## src/rtl/pwm_pkg.sv

```systemverilog
// Shared types and constants for the multi-channel PWM generator.
// Default duty width is 11 bits; the top recomputes its own width-dependent constants.
package pwm_pkg;

    localparam int PWM_WIDTH = 11;

    typedef logic [PWM_WIDTH-1:0] duty_t;

    localparam duty_t CNT_MAX = '1;

    typedef enum logic [2:0] {
        DT_OFF     = 3'd0,
        DT_WAIT_HI = 3'd1,
        DT_HI      = 3'd2,
        DT_WAIT_LO = 3'd3,
        DT_LO      = 3'd4
    } dt_state_t;

    function automatic int cnt_max(input int width);
        return (1 << width) - 1;
    endfunction

endpackage

```

## src/rtl/pwm_deadtime.sv

```systemverilog
// Per-channel output stage. With PWM_DEADTIME_EN defined it inserts DEADTIME idle
// cycles after every raw edge; otherwise it is a registered complementary pair.
module pwm_deadtime #(
    parameter int WIDTH    = 11,
    parameter int DEADTIME = 8
) (
    input  logic clk,
    input  logic rst_n,
    input  logic en,
    input  logic raw,
    output logic hi,
    output logic lo
);

    if (DEADTIME < 0 || DEADTIME >= (2 ** WIDTH) / 2) begin : g_bad_deadtime
        $error("pwm_deadtime: DEADTIME must be below half the PWM period");
    end

`ifdef PWM_DEADTIME_EN
    import pwm_pkg::*;

    localparam int             DTW      = (DEADTIME > 0) ? $clog2(DEADTIME + 1) : 1;
    localparam logic [DTW-1:0] DT_LAST  = DTW'((DEADTIME > 0) ? DEADTIME - 1 : 0);
    localparam dt_state_t      ENTER_HI = (DEADTIME > 0) ? DT_WAIT_HI : DT_HI;
    localparam dt_state_t      ENTER_LO = (DEADTIME > 0) ? DT_WAIT_LO : DT_LO;

    // The state register itself is the registered raw level, so no separate raw flop.
    dt_state_t      state, state_nxt;
    logic [DTW-1:0] dt_cnt, dt_cnt_nxt;

    always_comb begin
        // NOTE: every always_comb output gets a default first, otherwise missed branches infer latches.
        state_nxt  = state;
        dt_cnt_nxt = dt_cnt;
        if (!en) begin
            state_nxt  = DT_OFF;
            dt_cnt_nxt = '0;
        end else begin
            case (state)
                DT_OFF: begin
                    state_nxt  = raw ? ENTER_HI : ENTER_LO;
                    dt_cnt_nxt = '0;
                end
                DT_WAIT_HI: begin
                    if (!raw) begin
                        state_nxt  = ENTER_LO;
                        dt_cnt_nxt = '0;
                    end else if (dt_cnt == DT_LAST) begin
                        state_nxt = DT_HI;
                    end else begin
                        dt_cnt_nxt = dt_cnt + 1'b1;
                    end
                end
                DT_HI: begin
                    if (!raw) begin
                        state_nxt  = ENTER_LO;
                        dt_cnt_nxt = '0;
                    end
                end
                DT_WAIT_LO: begin
                    if (raw) begin
                        state_nxt  = ENTER_HI;
                        dt_cnt_nxt = '0;
                    end else if (dt_cnt == DT_LAST) begin
                        state_nxt = DT_LO;
                    end else begin
                        dt_cnt_nxt = dt_cnt + 1'b1;
                    end
                end
                DT_LO: begin
                    if (raw) begin
                        state_nxt  = ENTER_HI;
                        dt_cnt_nxt = '0;
                    end
                end
                default: begin
                    state_nxt  = DT_OFF;
                    dt_cnt_nxt = '0;
                end
            endcase
        end
    end

    always_ff @(posedge clk or negedge rst_n) begin
        if (!rst_n) begin
            state  <= DT_OFF;
            dt_cnt <= '0;
        end else begin
            state  <= state_nxt;
            dt_cnt <= dt_cnt_nxt;
        end
    end

    // Decoded from a single state register, so hi and lo can never overlap.
    assign hi = (state == DT_HI);
    assign lo = (state == DT_LO);
`else
    always_ff @(posedge clk or negedge rst_n) begin
        if (!rst_n) begin
            hi <= 1'b0;
            lo <= 1'b0;
        end else begin
            hi <= raw;
            lo <= en & ~raw;
        end
    end
`endif

endmodule

```

## src/rtl/pwm_multi_chan.sv

```systemverilog
// Multi-channel PWM: shared free-running counter, double-buffered duty applied at wrap.
// Define PWM_DEADTIME_EN to insert DEADTIME dead-band cycles on every output edge.
module pwm_multi_chan
    import pwm_pkg::*;
#(
    parameter int WIDTH    = 11,
    parameter int CH       = 2,
    parameter int DEADTIME = 8
) (
    input  logic                clk,
    input  logic                rst_n,
    input  logic                en,
    input  logic [CH*WIDTH-1:0] duty,
    input  logic                duty_vld,
    output logic                upd_pend,
    output logic                period_done,
    output logic [CH-1:0]       pwm_hi,
    output logic [CH-1:0]       pwm_lo
);

    localparam logic [WIDTH-1:0] CNT_TOP = WIDTH'(cnt_max(WIDTH));

    logic [WIDTH-1:0] cnt;
    logic [WIDTH-1:0] pending [CH];
    logic [WIDTH-1:0] active  [CH];
    logic             wrap;
    logic             apply;

    assign wrap  = en && (cnt == CNT_TOP);
    assign apply = wrap || !en;

    always_ff @(posedge clk or negedge rst_n) begin
        if (!rst_n) begin
            cnt         <= '0;
            upd_pend    <= 1'b0;
            period_done <= 1'b0;
            // NOTE: these duty arrays are small flop banks, not RAM, so they take the async reset
            // like any other state; a RAM-mapped array would be left unreset.
            for (int i = 0; i < CH; i++) begin
                pending[i] <= '0;
                active[i]  <= '0;
            end
        end else begin
            // NOTE: non-blocking assignments keep every register reading the pre-edge values.
            cnt         <= en ? cnt + 1'b1 : '0;
            period_done <= wrap;
            // A capture on the apply cycle keeps the flag set: the new value waits for the next wrap.
            upd_pend    <= duty_vld | (upd_pend & ~apply);
            for (int i = 0; i < CH; i++) begin
                if (duty_vld)
                    pending[i] <= duty[i*WIDTH +: WIDTH];
                if (apply && upd_pend)
                    active[i] <= pending[i];
            end
        end
    end

    for (genvar i = 0; i < CH; i++) begin : g_chan
        logic raw;

        assign raw = en & (cnt < active[i]);

        pwm_deadtime #(
            .WIDTH    (WIDTH),
            .DEADTIME (DEADTIME)
        ) u_deadtime (
            .clk   (clk),
            .rst_n (rst_n),
            .en    (en),
            .raw   (raw),
            .hi    (pwm_hi[i]),
            .lo    (pwm_lo[i])
        );
    end

endmodule

```

## config.mk

```make
export PLATFORM = sky130hd
export DESIGN_NAME = pwm_multi_chan
export DESIGN_NICKNAME = d
export VERILOG_FILES = /design/src/rtl/pwm_pkg.sv /design/src/rtl/pwm_deadtime.sv /design/src/rtl/pwm_multi_chan.sv
export SDC_FILE = /design/constraint.sdc
export NUM_CORES = 1
export LEC_CHECK = 0
export BUFFER_PORTS_ARGS = -buffer_cell sky130_fd_sc_hd__clkbuf_2
export CORE_MARGIN = 3
export CORE_UTILIZATION = 28
export CTS_CLUSTER_DIAMETER = 50
export CTS_CLUSTER_SIZE = 30
export DETAILED_ROUTE_END_ITERATION = 8
export PLACE_DENSITY_LB_ADDON = 0.15
export SYNTH_ARGS = -nofsm -noshare
export SYNTH_HDL_FRONTEND = slang
export SYNTH_HIERARCHICAL = 1
export SYNTH_SLANG_ARGS = --single-unit
```

## constraint.sdc

```tcl
create_clock -name clk -period 2.2 [get_ports clk]
set_clock_uncertainty 0.2 [all_clocks]
set_input_delay 0 -clock clk [delete_from_list [all_inputs] [get_ports clk]]
set_output_delay 0 -clock clk [all_outputs]
set_load 0.05 [all_outputs]
```

# Word-level counts from Yosys, hierarchy flattened
# Cells that the tools add are included.
dict set report classes {
  reduce_logical 4
  n_lt_le_gt_ge 2
  bitwise_logic 9
  muxes 1
  eq_ne 1
  n_addsub 1
}
# operator n
set ops {}
lappend ops {{$lt A11 B11 Y1} 2}
lappend ops {{$add A11 B1 Y11 const B} 1}
lappend ops {{$eq A11 B11 Y1 const B} 1}
lappend ops {{$mux W11} 1}
lappend ops {{$and A1 B1 Y1} 5}
lappend ops {{$not A1 Y1} 3}
lappend ops {{$logic_and A1 B1 Y1} 2}
lappend ops {{$logic_not A1 Y1} 1}
lappend ops {{$logic_or A1 B1 Y1} 1}
lappend ops {{$or A1 B1 Y1} 1}
dict set report totals {
  in_bits 26
  register_bits 61
  output_inout_bits 6
}

# Logic depth before layout (Yosys ltp)
dict set report depth {
  ltp_word 6
  ltp_mapped 6
}

# Hierarchy
# Netlist, hierarchy kept.
# module area_each_um2 seq_area_each_um2 instances cells_each
set by_module_without_submodules {}
lappend by_module_without_submodules {pwm_multi_chan 2765.2 1426.4 1 224}
lappend by_module_without_submodules {pwm_deadtime 63.8 50.0 2 3}

# Worst setup path after synthesis
# No wires, ideal clock.
dict set report synth_timing {
  kind {reg2reg}
  start {register upd_pend}
  end {register active[0] (netlist name)}
  arrival_ps 1612
  setup_slack_ps 263
  path_buffers 1
  t_required_ps 1875
  path_stages_with_launch 5
  path_cell_list {dfrtp_1 > nand3_1 > o31ai_4 > buf_6 > mux2_2}
}
dict set report synth_between {
  elab_chain_cells 1
}
# item line
set synth_lines {}
lappend synth_lines {{start, declared} pwm_multi_chan.sv:15} ;# output logic upd_pend,
lappend synth_lines {{start signal, assigned} pwm_multi_chan.sv:48} ;# upd_pend <= duty_vld | (upd_pend & ~apply);
lappend synth_lines {{$logic_and A1 B1 Y1} pwm_multi_chan.sv:52} ;# if (apply && upd_pend)
lappend synth_lines {{end signal, assigned by index} pwm_multi_chan.sv:53} ;# active[i] <= pending[i];
lappend synth_lines {{end, declared} pwm_multi_chan.sv:25} ;# logic [WIDTH-1:0] active [CH];
# No other way between the ends.
# A chain may end at the register's enable or synchronous reset.

# Worst setup path in the final report
dict set report layout_timing {
  start {register cnt[0]}
  end {register active[6] (netlist name)}
}
dict set report layout_between {
  elab_chain_cells 4
}
# item line
set layout_lines {}
lappend layout_lines {{start, declared} pwm_multi_chan.sv:23} ;# logic [WIDTH-1:0] cnt;
lappend layout_lines {{start signal, assigned} pwm_multi_chan.sv:45} ;# cnt <= en ? cnt + 1'b1 : '0;
lappend layout_lines {{$eq A11 B11 Y1} pwm_multi_chan.sv:29} ;# assign wrap = en && (cnt == CNT_TOP);
lappend layout_lines {{$logic_and A1 B1 Y1} pwm_multi_chan.sv:29}
lappend layout_lines {{$logic_or A1 B1 Y1} pwm_multi_chan.sv:30} ;# assign apply = wrap || !en;
lappend layout_lines {{$logic_and A1 B1 Y1} pwm_multi_chan.sv:52}
# No other way between the ends.

==> insert_results.sql <==
INSERT INTO impl_metrics (metric_group, metric, value, unit) VALUES
('place', 'dpl.cell_count', '396', ''),
('finish', 'finalInstanceArea', '0.003635', 'mm2'),
('floorplan', 'die_height', '107.6', 'um'),
('yosys', 'postSynthCellCount', '230', ''),
('drt', 'num_vias', '1918', ''),
('clock_tree', 'cts_sinks', '61', ''),
('clock_tree', 'cts_made_buffers', '9', ''),
('place', 'io_buffer_count', '31', ''),
('worst_setup_path', 'crit_end', 'active[6]', ''),
('worst_setup_path', 'cp_cell_sequence', 'ha_1 -> nand4_2 -> o31ai_4 -> buf_4 -> mux2_2', ''),
('floorplan', 'start_util', '29.19', '%'),
('clock_tree', 'cts_tree', 'built', ''),
('place', 'preCtsSetupSlack', '119.5', 'ps'),
('worst_setup_path', 'setup.reg_to_reg.worst_slack', '110', 'ps'),
('place', 'place_area', '0.003242', 'mm2'),
('worst_setup_path', 'r2r_end', 'active[6]', ''),
('worst_setup_path', 'cp.required', '2220', 'ps'),
('yosys', 'net_count_synth', '277', ''),
('timing', 'fin_crit', '2093', 'ps'),
('clock_tree', 'cts-resized-gates', '0', ''),
('global_route', 'number_of_global_route_vias_before_repair', '1991', ''),
('finish', 'antenna_cells', '0', ''),
('clock_tree', 'clock_latency', '330', 'ps'),
('run_status', 'status', 'completed', ''),
('yosys', 'synthTopCellsByArea', 'dfrtp_1 (53%), mux2_2 (16%), ha_1 (9.1%)', ''),
('floorplan', 'core_rows', '36', ''),
('worst_setup_path', 'timing.critical_path.from', 'cnt[0]', ''),
('worst_setup_path', 'worstReg2RegStart', 'cnt[0]', ''),
('clock_tree', 'cts_root_buf', 'clkbuf_8', ''),
('timing', 'drv_slew', '0', ''),
('drt', 'drc', '0', ''),
('clock_tree', 'cts-root-to-sink-buffers', '2', ''),
('timing', 'post-route-worst-setup-slack', '107.3', 'ps'),
('drt', 'detailedRoute.firstPassIterationCount', '4', ''),
('pwr', 'power-per-cell-area', '704.6', 'mW/mm2'),
('global_route', 'grt_pass1_wl', '9673', 'um'),
('global_route', 'grt_overflow', '0', ''),
('pwr', 'total_power', '2.561', 'mW'),
('drt', 'avgRoutedWirePerCell', '12.97', 'um'),
('finish', 'final_nets', '345', ''),
('worst_setup_path', 'critPathSlowestCell', 'dfrtp_1', ''),
('worst_setup_path', 'max_stage_delay', '430', 'ps'),
('yosys', 'synth.cell_area', '0.002893', 'mm2'),
('drt', 'vias_per_cell', '4.399', ''),
('yosys', 'yosysTopAreaCell', 'dfrtp_1', ''),
('yosys', 'syn-mean-instance-area', '12.58', 'um2'),
('clock_tree', 'h-tree-depth', '3', ''),
('worst_setup_path', 'path_depth', '5', ''),
('yosys', 'seq_area_frac_synth', '52.77', '%'),
('drt', 'route.antenna.remaining_nets', '0', ''),
('finish', 'final_core_utilization', '36.68', '%'),
('floorplan', 'core', '0.009910', 'mm2'),
('floorplan', 'design.die.area', '0.01159', 'mm2'),
('worst_setup_path', 'critical_path_arrival', '2110', 'ps'),
('worst_setup_path', 'setup.worst_path.class', 'flop to flop', ''),
('pwr', 'power.leakage', '1.690', 'nW'),
('timing', 'rsz0062_at_grt', 'true', ''),
('yosys', 'ys_seq_elements', '61', ''),
('worst_setup_path', 'worst_setup_path_end_kind', 'flop', ''),
('yosys', 'yosys_warnings', '6', ''),
('place', 'dp_hpwl', '3802', 'um'),
('floorplan', 'top_level_ports', '32', ''),
('drt', 'routed_wirelength', '5657', 'um'),
('timing', 'highest_achievable_clock_rate', '477.9', 'MHz'),
('timing', 'setup-violations-final', '0', ''),
('timing', 'layout_worst_path_cycle_share', '95.12', '%'),
('finish', 'areaGrowthSynthToFinish', '25.65', '%'),
('clock_tree', 'cts.clk_slew.worst_paths', '70', 'ps'),
('worst_setup_path', 'timing.reg2reg.worst_path_depth', '5', ''),
('floorplan', 'fp.dieW', '107.6', 'um'),
('worst_hold_path', 'worstHoldPathType', 'input port to async pin', '');
-- layout by cell type, fill, tap and decap left out, types with 3 or more instances in the layout --
cell type / count
nand2_1: 7
dfrtp_1: 61
ha_1: 21
nand4_1: 4
inv_1: 22
or3_1: 3
nor2_1: 5
buf_4: 5
dlygate4sd3_1: 24
clkbuf_1: 5
clkbuf_8: 9
and4_1: 5
mux2_2: 42
nor2b_1: 4
o21ai_0: 11
a21oi_1: 11
clkbuf_2: 31
nand3_1: 5
-- area by class of cell --
type	instances	area [um2]
clock buffers	14	142.6
clock inverters	2	10.01
flip-flops and latches	61	1526
well taps	133	166.4
inverters	23	86.33
repair buffers	61	452.9
fillers	1044	6275
multi-input cells	142	1250
-- stage by stage --
step	hold slack, ps	TNS, ps
after floorplan	-495.6	0
after global placement	-154.9	0
after detailed placement	-152.9	0
after CTS	14.60	0
after global routing	51.04	-37.55
final	20.23	0
-- flip-flops by register name, summed over array words and instances (netlist names) --
| signal | flops |
|---|---|
| cnt | 11 |
| active | 22 |
| g_chan.u_deadtime/lo | 2 |
| period_done | 1 |
| upd_pend | 1 |
| g_chan.u_deadtime/hi | 2 |
| pending | 22 |
-- worst min-delay path by stage --
stage / end / slack (ps) / cells past startpoint
2_1_floorplan: active[0] / -500 / 0
3_3_place_gp: g_chan[1].u_deadtime/hi / -150 / 2
3_5_place_dp: g_chan[1].u_deadtime/hi / -150 / 2
4_1_cts: g_chan[0].u_deadtime/hi / 10 / 3
5_1_grt: pending[9] / 50 / 3
6_report: pending[9] / 20 / 3
-- cells by family after synthesis --
logic type | share of synthesized area (%)
flip-flops | 52.77
multiplexers | 17.47
AND/OR/NAND/NOR | 9.255
AO/OA/AOI/OAI | 6.488
buffers and inverters | 4.022
adder cells (fa/ha/maj) | 9.083
XOR/XNOR | 0.9085
-- what timing repair did --
item	4_1_cts	5_1_grt
hold buffers	24	0
endpoints found under the setup margin	0	5
buffers inserted	0	0
hold endpoints to repair	98	0
-- power breakdown --
part,internal (mW),switching [mW]
registers,1.25,0.0700
clock network,0.407,0.416
logic,0.224,0.191
total,1.88,0.677
-- tightest hold or removal path: stages --
cell and delay (ps):
dlygate4sd3_1 520, clkbuf_2 120, buf_12 290
-- layer usage --
| metal | track usage, % | vias up | part of all wire (%) |
|---|---|---|---|
| met5 | 0 | - | 0 |
| met4 | 6.673 | 0 | 2.4 |
| met2 | 15.59 | 31 | 42 |
| li1 | - | 950 | - |
| met1 | 15.18 | 927 | 52 |
| met3 | 1.980 | 10 | 3.1 |
-- synthesized netlist by cell type --
cell type and instances:
nor3_1 1, nand2_1 7, ha_1 21, nor2b_1 4, a221oi_1 2, dfrtp_1 61, nor2_1 5, inv_1 22
and2_1 2, o31ai_1 2, mux2_1 2, nor2b_4 2, o21ai_0 11, xnor2_1 2, xor2_1 1, or4_1 2
nand2b_1 2, or3_1 3, mux2_2 42, a21oi_1 11, nand3_1 5, mux2i_1 1, nand4_2 1, nand4_1 4
and4_1 5, clkinv_1 1, clkbuf_1 1, a211oi_1 2, buf_6 2, o31ai_4 1, a31o_2 1, buf_1 1
(Power assumes the default switching activity.)
